==> src/rtl/stream_demux_n.sv <==
// stream_demux_n: registered 1-to-NUM_OUT packet demux with per-packet channel lock,
// round-robin or explicit select, and a saturating counter of dropped out-of-range packets.
module stream_demux_n #(
  parameter int DATA_W  = 8,
  parameter int NUM_OUT = 4,
  parameter int SEL_W   = 2,
  parameter int CNT_W   = 8
) (
  input  logic                      clk,
  input  logic                      rst_n,
  input  logic                      in_valid,
  output logic                      in_ready,
  input  logic [DATA_W-1:0]         in_data,
  input  logic                      in_last,
  input  logic [SEL_W-1:0]          in_sel,
  input  logic                      rr_mode,
  output logic [NUM_OUT-1:0]        out_valid,
  input  logic [NUM_OUT-1:0]        out_ready,
  output logic [NUM_OUT*DATA_W-1:0] out_data,
  output logic [NUM_OUT-1:0]        out_last,
  output logic                      busy,
  output logic [SEL_W-1:0]          cur_chan,
  output logic [CNT_W-1:0]          drop_cnt
);
  typedef enum logic [1:0] {IDLE, LOCKED, DROP} state_t;
  state_t                    state_q, state_d;
  logic [SEL_W-1:0]          rr_q, rr_d, chan_q, chan_d, target;
  logic [CNT_W-1:0]          drop_q, drop_d;
  logic [NUM_OUT-1:0]        valid_q, valid_d, last_q, load;
  logic [NUM_OUT*DATA_W-1:0] data_q;
  logic                      in_range, slot_free, dropping, accept;

  always_ff @(posedge clk or negedge rst_n) begin
    if (!rst_n) begin
      state_q <= IDLE;
      rr_q    <= '0;
      chan_q  <= '0;
      drop_q  <= '0;
      valid_q <= '0;
      last_q  <= '0;
      data_q  <= '0;
    end else begin
      state_q <= state_d;
      rr_q    <= rr_d;
      chan_q  <= chan_d;
      drop_q  <= drop_d;
      valid_q <= valid_d;
      for (int k = 0; k < NUM_OUT; k++)
        if (load[k]) begin
          data_q[k*DATA_W +: DATA_W] <= in_data;
          last_q[k]                  <= in_last;
        end
    end
  end

  // The open packet keeps its channel; only a first beat looks at in_sel/rr_mode.
  always_comb begin
    target    = state_q == LOCKED ? chan_q : (rr_mode ? rr_q : in_sel);
    in_range  = {1'b0, target} < (SEL_W+1)'(NUM_OUT);
    dropping  = state_q == DROP || (state_q == IDLE && !in_range);
    accept    = in_valid && in_ready;
    slot_free = 1'b0;
    for (int k = 0; k < NUM_OUT; k++) begin
      if (target == SEL_W'(k)) slot_free = !valid_q[k] || out_ready[k];
      load[k] = accept && !dropping && target == SEL_W'(k);
    end
    valid_d = load | (valid_q & ~out_ready);
    state_d = state_q;
    chan_d  = chan_q;
    rr_d    = rr_q;
    drop_d  = drop_q;
    if (accept) begin
      if (state_q == IDLE && !in_last) state_d = in_range ? LOCKED : DROP;
      if (state_q != IDLE && in_last) state_d = IDLE;
      chan_d = (in_last || dropping) ? '0 : target;
      if (in_last && !dropping) rr_d = rr_q == SEL_W'(NUM_OUT-1) ? '0 : rr_q + SEL_W'(1);
      if (in_last && dropping && drop_q != '1) drop_d = drop_q + CNT_W'(1);
    end
  end

  always_comb begin
    in_ready  = dropping || slot_free;
    busy      = state_q != IDLE;
    cur_chan  = chan_q;
    drop_cnt  = drop_q;
    out_valid = valid_q;
    out_data  = data_q;
    out_last  = last_q;
  end
endmodule

==> config.mk <==
export PLATFORM = sky130hd
export DESIGN_NAME = stream_demux_n
export DESIGN_NICKNAME = d
export VERILOG_FILES = /design/src/rtl/stream_demux_n.sv
export SDC_FILE = /design/constraint.sdc
export NUM_CORES = 1
export LEC_CHECK = 0
export ABC_CLOCK_PERIOD_IN_PS = 3500
export BUFFER_PORTS_ARGS = -buffer_cell sky130_fd_sc_hd__buf_2
export CORE_ASPECT_RATIO = 0.75
export CORE_MARGIN = 8
export CORE_UTILIZATION = 54
export CTS_BUF_LIST = sky130_fd_sc_hd__clkbuf_4 sky130_fd_sc_hd__clkbuf_8
export DETAILED_ROUTE_END_ITERATION = 10
export PLACE_DENSITY_LB_ADDON = 0.08
export SETUP_SLACK_MARGIN = 0.02
export SLEW_MARGIN = 0
export SYNTH_ARGS = -nofsm -noshare
export SYNTH_HDL_FRONTEND = slang
export SYNTH_SLANG_ARGS = --single-unit
==> constraint.sdc <==
create_clock -name clk -period 3.5 [get_ports clk]
set_input_delay 0.35 -clock clk [delete_from_list [all_inputs] [get_ports clk]]
set_output_delay 0.35 -clock clk [all_outputs]
set_load 0.02 [all_outputs]
==> results by group, run 1 <==
Floorplan
  – Top-level port count: a little over 70
  – Area of the core region: about 4000 um2
  – Number of placement rows: 20
  – Starting Density: a little over half
  – Height of the chip: about 70 um
  – Width of the chip: 89.0 um
  – Total die area: 6300 um2

Timing
  – Final clock period utilization by the worst path: 69.5%
  – Slew margin rel.: about 37%
  – Final TNS setup: 0 ns
  – Achievable frequency: 0.411 GHz
  – Clock skew: about 0.0094 ns
  – RSZ-0062 raised after global routing: no
  – Shortest period the worst path allows: 2.43 ns
  – Slack of the critical path: 1.07 ns
  – Slew @ Worst Pin: 0.952 ns
  – Final setup violating endpoints: 0
  – Hold Vio Cnt, Final: 0
  – Number of max-slew violations in the final report: 0

Synthesis
  – Count of different cell masters after synthesis: 32
  – Post-synthesis average cell area: approximately 15 um2
  – Flip-flop and latch count after synthesis: 45
  – Count of flip-flops with a built-in enable after synthesis: 0
  – Simple logic cell fraction of the synthesized area: about a tenth
  – Share of synthesized area occupied by flip-flops and latches: 52.1%
  – Yosys top cell area share: a little over half
  – Warnings, synthesis: 0
  – Multiplexer area fraction after synthesis: just under 30%
  – Number of standard cells after synthesis: 140
  – Largest family of logic cells by synthesized area: multiplexers
  – Post-synthesis instance area: between 2000 and 2500 um2
  – Most common flop cell mapped by yosys: dfrtp_1
  – Library cell with the largest summed area after synthesis: dfrtp_1
  – Adder-cell area share of the yosys netlist: 1.16%
  – Xor and xnor fraction of the mapped netlist area: 0%
  – Top area cells in the synthesized netlist: dfrtp_1, mux2_4, mux2_2, buf_4, nor3_4
  – Async set-or-reset flop fraction in the synthesized netlist: between 90% and 100%
  – Leading post-synthesis cells by instance count: dfrtp_1, mux2_4, mux2_2
  – Most frequently used cell type in the post-synthesis netlist: dfrtp_1
  – Synthesized-area fraction occupied by ao, oa, aoi and oai cells: 3.88%

Clock tree
  – Clock slew at reported path FFs: 0.09 ns
  – Skew-Pair Late Insertion Delay: 0.30 ns
  – Root buf cell: clkbuf_8
  – Sinks on the clock net: 45
  – CTS Hold Bufs: 0
  – CTS tree: yes
  – Number of setup buffers added after CTS: 0
  – Post-cts resize count: 0
  – Number of buffers inserted during clock tree synthesis: 5
  – Number of buffers on the longest clock path: 2
  – H-tree depth reported by CTS: 2

Worst setup path
  – Category of the worst setup path launch point: flop
  – Max incr delay on CP: roughly 0.42 ns
  – Data arrival time at the worst-slack endpoint: about 2.1 ns
  – CP Class: reg2out
  – Worst Path Max Fanout: 5
  – Reg-to-Reg Start: state_q[0]$_DFFE_PN0P_
  – Terminus of the critical flop-to-flop path: out_data[0]$_DFFE_PN0P_
  – Crit path cell chain: mux2_4 > o21ai_2 > mux2_2 > mux2i_1 > buf_2
  – Kind of end point of the critical path: output port
  – Worst r2r path cells: 5
  – CP top delay family: multiplexers
  – R2r setup slk: around 1.2 ns
  – Critical Path RT: 3.15 ns
  – Standard cell with the maximum stage delay on the critical path: mux2_2
  – Worst path buffer plus inverter count: 1

Routing
  – Initial detailed-routing violation count: 70
  – Total routed wirelength: between 4000 and 5000 um
  – DRC violation count after routing: 0
  – Detail-routed net length per standard cell: between 15 and 20 um
  – Antenna-violating nets left: 0
  – Post-detailed-route via-to-cell ratio: 5.03
  – First-pass iteration count of the detailed router: 4
  – Vias after detailed routing: 1322

Global routing
  – Largest net degree at the start of global routing: 46
  – Antenna violations before repair: 0
  – Vias in the first global route: roughly 1400
  – Global-route usage over all layers: between 10% and 20%
  – Wire length of the first global-routing pass: between 7000 and 8000 um
  – Remaining Overflow, GRT: 0

Power
  – Leakage power: 1.30 nW
  – Power per cell area: 1060 nW/um2
  – Peak supply drop: around 600 uV

Cells and area
  – Fillers: around 320
  – Layout cells sized above 1: 61.1%
  – Area grow syn2layout: 21.0%
  – Number of nets at the end of the flow: between 200 and 250
  – Diode insertion count for antenna repair: 0

Status
  – Result of the run: finished, final reports clean

Placement
  – Final weighted congestion in routability-driven placement: roughly 0.8
  – Half-perimeter wire length of the detailed placement result: ~3500 um
  – Pre-CTS WS: around 1.1 ns
  – Total of buffers placed on input and output ports: 62

Job
  – Number of maximum-capacitance constraint violations: 0

Worst hold path
  – Type of the tightest min-delay check: in2async
==> cell usage in the layout, fill, tap and decap left out, drive strengths merged, types with 3 or more instances in the layout <==
master / Yosys / routed
nor3: 4 / 4
mux2: 42 / 42
o22ai: 3 / 3
buf: 9 / 62
dfrtp: 45 / 45
nor2b: 3 / 3
clkbuf: 0 / 5
conb: 1 / 8
inv: 4 / 4
mux2i: 3 / 3
==> worst max-delay path by stage <==
stage,startpoint,to,cells after the start
after global placement,rr_mode,out_data[0]$_DFFE_PN0P_,6
after detailed placement,rr_mode,out_data[11]$_DFFE_PN0P_,6
after global routing,rr_q[0]$_DFFE_PN0P_,in_ready,5
final,rr_q[0]$_DFFE_PN0P_,in_ready,5
after CTS,rr_q[0]$_DFFE_PN0P_,in_ready,5
after floorplan,rr_q[0]$_DFFE_PN0P_,in_ready,4
==> through the flow <==
stage	instance area [um2]	hold WS, ns	std cells	utilization, %	power, mW
floorplan	2190	0.0544	147	-	1.99
global placement	2500	0.485	255	63.2	2.37
detailed placement	2500	0.488	255	63.2	2.41
CTS	2610	0.224	263	66.1	2.81
global route	2610	0.278	263	66.1	2.94
finish	2610	0.192	263	66.1	2.78
==> registers in the layout (all words and copies together) (netlist names) <==
register and count:
cur_chan 2, out_data 32, out_last 4, out_valid 4
rr_q 2, state_q 1
==> where the power goes <==
part | internal (mW) | total, mW | switching, mW
clock | 0.214 | 0.391 | 0.178
combinational | 0.669 | 1.44 | 0.767
sequential | 0.784 | 0.949 | 0.165
==> cell type report <==
type	count	area, um2	area share, %
repair buffers	62	310	11.9
clock buffers	5	68.8	2.63
flip-flops and latches	45	1130	43.1
clock inverters	3	46.3	1.77
inverters	4	15.0	0.575
well taps	55	68.8	2.63
multi-input cells	89	977	37.4
==> logic make-up after synthesis <==
kind of cell	after synthesis
buf+inv	13
other cells	1
mux	45
fa+ha+maj	2
simple gates	23
compound gates	11
flops	45
==> routing by layer <==
layer | up-vias | global-route usage, % | share of wire [%]
met5 | - | 0 | 0
met4 | 0 | 4.41 | 0.51
met3 | 4 | 5.67 | 9.2
met2 | 53 | 23.2 | 46
met1 | 646 | 19.7 | 44
li1 | 619 | - | -
Note: power is estimated with default switching activity, not from simulation.
==> inputs of run 2 (changes only) <==
--- a/config.mk
+++ b/config.mk
@@ -5,11 +5,11 @@
 export SDC_FILE = /design/constraint.sdc
 export NUM_CORES = 1
 export LEC_CHECK = 0
-export ABC_CLOCK_PERIOD_IN_PS = 3500
+export ABC_CLOCK_PERIOD_IN_PS = 2410
 export BUFFER_PORTS_ARGS = -buffer_cell sky130_fd_sc_hd__buf_2
 export CORE_ASPECT_RATIO = 0.75
 export CORE_MARGIN = 8
-export CORE_UTILIZATION = 54
+export CORE_UTILIZATION = 52
 export CTS_BUF_LIST = sky130_fd_sc_hd__clkbuf_4 sky130_fd_sc_hd__clkbuf_8
 export DETAILED_ROUTE_END_ITERATION = 10
 export PLACE_DENSITY_LB_ADDON = 0.08
==> constraint.sdc (replaced) <==
create_clock -name clk -period 2.41 [get_ports clk]
set_input_delay 0.241 -clock clk [delete_from_list [all_inputs] [get_ports clk]]
set_output_delay 0.241 -clock clk [all_outputs]
set_load 0.02 [all_outputs]
==> results by group, run 2 (same netlist as run 1, synthesis figures left out) <==
Status
  – Result of the run: finished, final reports clean

Worst hold path
  – Type of the tightest min-delay check: in2reg
  – Min-Delay Endpoint: out_data[25]$_DFFE_PN0P_
  – Hold Path Depth: 2
  – Hold path startpoint: in_data[1]

Timing
  – Shortest period the worst path allows: ~2.3 ns
  – Achievable frequency: ~0.44 GHz
  – Final clock period utilization by the worst path: a little over nine tenths
  – RSZ-0062 raised after global routing: no
  – Final TNS setup: 0 ns
  – Slew margin rel.: 50.4%
  – Slew @ Worst Pin: around 0.74 ns
  – Hold Vio Cnt, Final: 0
  – Number of max-slew violations in the final report: 0
  – Clock skew: slightly below 0.004 ns
  – Worst hold slack: around 0.22 ns
  – Final setup violating endpoints: 0

Worst setup path
  – Reg-to-Reg Start: cur_chan[0]$_DFFE_PN0N_
  – Worst Path Max Fanout: 5
  – Data arrival time at the worst-slack endpoint: approximately 2.0 ns
  – Worst r2r path cells: 5
  – Critical Path RT: roughly 2.2 ns
  – CP Class: reg2out
  – Terminus of the critical flop-to-flop path: out_data[16]$_DFFE_PN0P_
  – R2r setup slk: around 0.24 ns
  – Category of the worst setup path launch point: flop
  – Worst setup startpoint: rr_q[0]$_DFFE_PN0P_
  – Kind of end point of the critical path: output port

Routing
  – First-pass iteration count of the detailed router: 4
  – Total routed wirelength: between 4000 and 5000 um
  – Post-detailed-route via-to-cell ratio: between 5 and 6
  – Initial detailed-routing violation count: 50
  – Vias after detailed routing: approximately 1400
  – Antenna-violating nets left: 0
  – Detail-routed net length per standard cell: 17.3 um
  – DRC violation count after routing: 0

Cells and area
  – Most common cell after layout, fill and taps aside: buf_2
  – Diode insertion count for antenna repair: 0
  – Area grow syn2layout: 22.7%
  – Leading cell types in the layout, fill and taps excluded: buf_2, dfrtp_1, mux2_4
  – Area of all placed cells without fillers: between 2000 and 3000 um2
  – Layout cells sized above 1: between 60% and 70%
  – Number of flip-flops under the largest register name: 32
  – Number of nets at the end of the flow: ~230

Clock tree
  – CTS tree: yes
  – Number of buffers on the longest clock path: 2
  – H-tree depth reported by CTS: 2
  – Number of setup buffers added after CTS: 0
  – Clock slew at reported path FFs: 0.08 ns
  – Number of buffers inserted during clock tree synthesis: 5
  – Sinks on the clock net: 45
  – Skew-Pair Late Insertion Delay: 0.29 ns
  – Root buf cell: clkbuf_8

Floorplan
  – Number of placement rows: 20
  – Area of the core region: around 4000 um2
  – Total die area: around 6500 um2
  – Starting Density: roughly 54%
  – Width of the chip: 90.4 um
  – Top-level port count: slightly above 70
  – Height of the chip: approximately 72 um

Power
  – Power per cell area: between 1500 and 2000 nW/um2
  – Peak supply drop: 781 uV
  – Leakage power: 1.33 nW

Global routing
  – Antenna violations before repair: 0
  – Wire length of the first global-routing pass: 7770 um
  – Vias in the first global route: 1476
  – Remaining Overflow, GRT: 0
  – Global-route usage over all layers: 14.9%
  – Largest net degree at the start of global routing: 25

Placement
  – Total of buffers placed on input and output ports: a little over 60
  – Half-perimeter wire length of the detailed placement result: 3450 um
  – Area after detailed placement: between 2000 and 3000 um2
  – Final weighted congestion in routability-driven placement: 0.794

Job
  – Number of maximum-capacitance constraint violations: 0
==> run 2: cell type report <==
class,count,area (um2)
fillers,303,1380
flip-flops and latches,45,1130
multi-input cells,89,977
repair buffers,66,343
clock buffers,7,90.1
well taps,55,68.8
clock inverters,1,30.0
inverters,4,15.0
==> run 2: metal layers <==
layer  global-route usage (%)  vias up  share of wire, %
met5                        0        -                 0
li1                         -      629                 -
met2                     22.0       53                44
met4                     4.41        0              0.76
met1                     19.7      669                47
met3                     5.85        6               7.4
==> run 2: timing repair <==
action	CTS	global route
hold endpoints to repair	23	0
hold buffers	1	0
resized for setup	0	0
==> run 2: worst max path at each step <==
stage	end	slack, ns	depth (start not counted)
5_1_grt	in_ready	0.04	5
2_1_floorplan	out_data[16]$_DFFE_PN0P_	0.39	5
3_5_place_dp	out_data[16]$_DFFE_PN0P_	0.24	5
6_report	in_ready	0.13	5
4_1_cts	in_ready	0.11	5
3_3_place_gp	out_data[18]$_DFFE_PN0P_	0.25	5
==> run 2: where the power goes <==
group          internal (mW)  switching, mW  total, mW
registers               1.14          0.247       1.39
clock network          0.349          0.239      0.588
logic                  0.992           1.12       2.11
total                   2.48           1.61       4.09
==> run 2: critical path, cell delays in order, from the launching register on <==
cell and delay [ns]:
dfrtp_1 0.41, mux2_4 0.30, o21ai_2 0.30, mux2_2 0.43, mux2i_1 0.13, buf_2 0.18
==> run 2: stage by stage <==
step | instances | setup slack, ns | utilization [%] | power (mW)
3_5_place_dp | 258 | 0.238 | 62.5 | 3.52
5_1_grt | 267 | 0.0426 | 65.8 | 4.34
6_report | 267 | 0.134 | 65.8 | 4.09
2_1_floorplan | 147 | 0.389 | - | 2.89
3_3_place_gp | 258 | 0.247 | 62.5 | 3.48
4_1_cts | 267 | 0.112 | 65.8 | 4.14
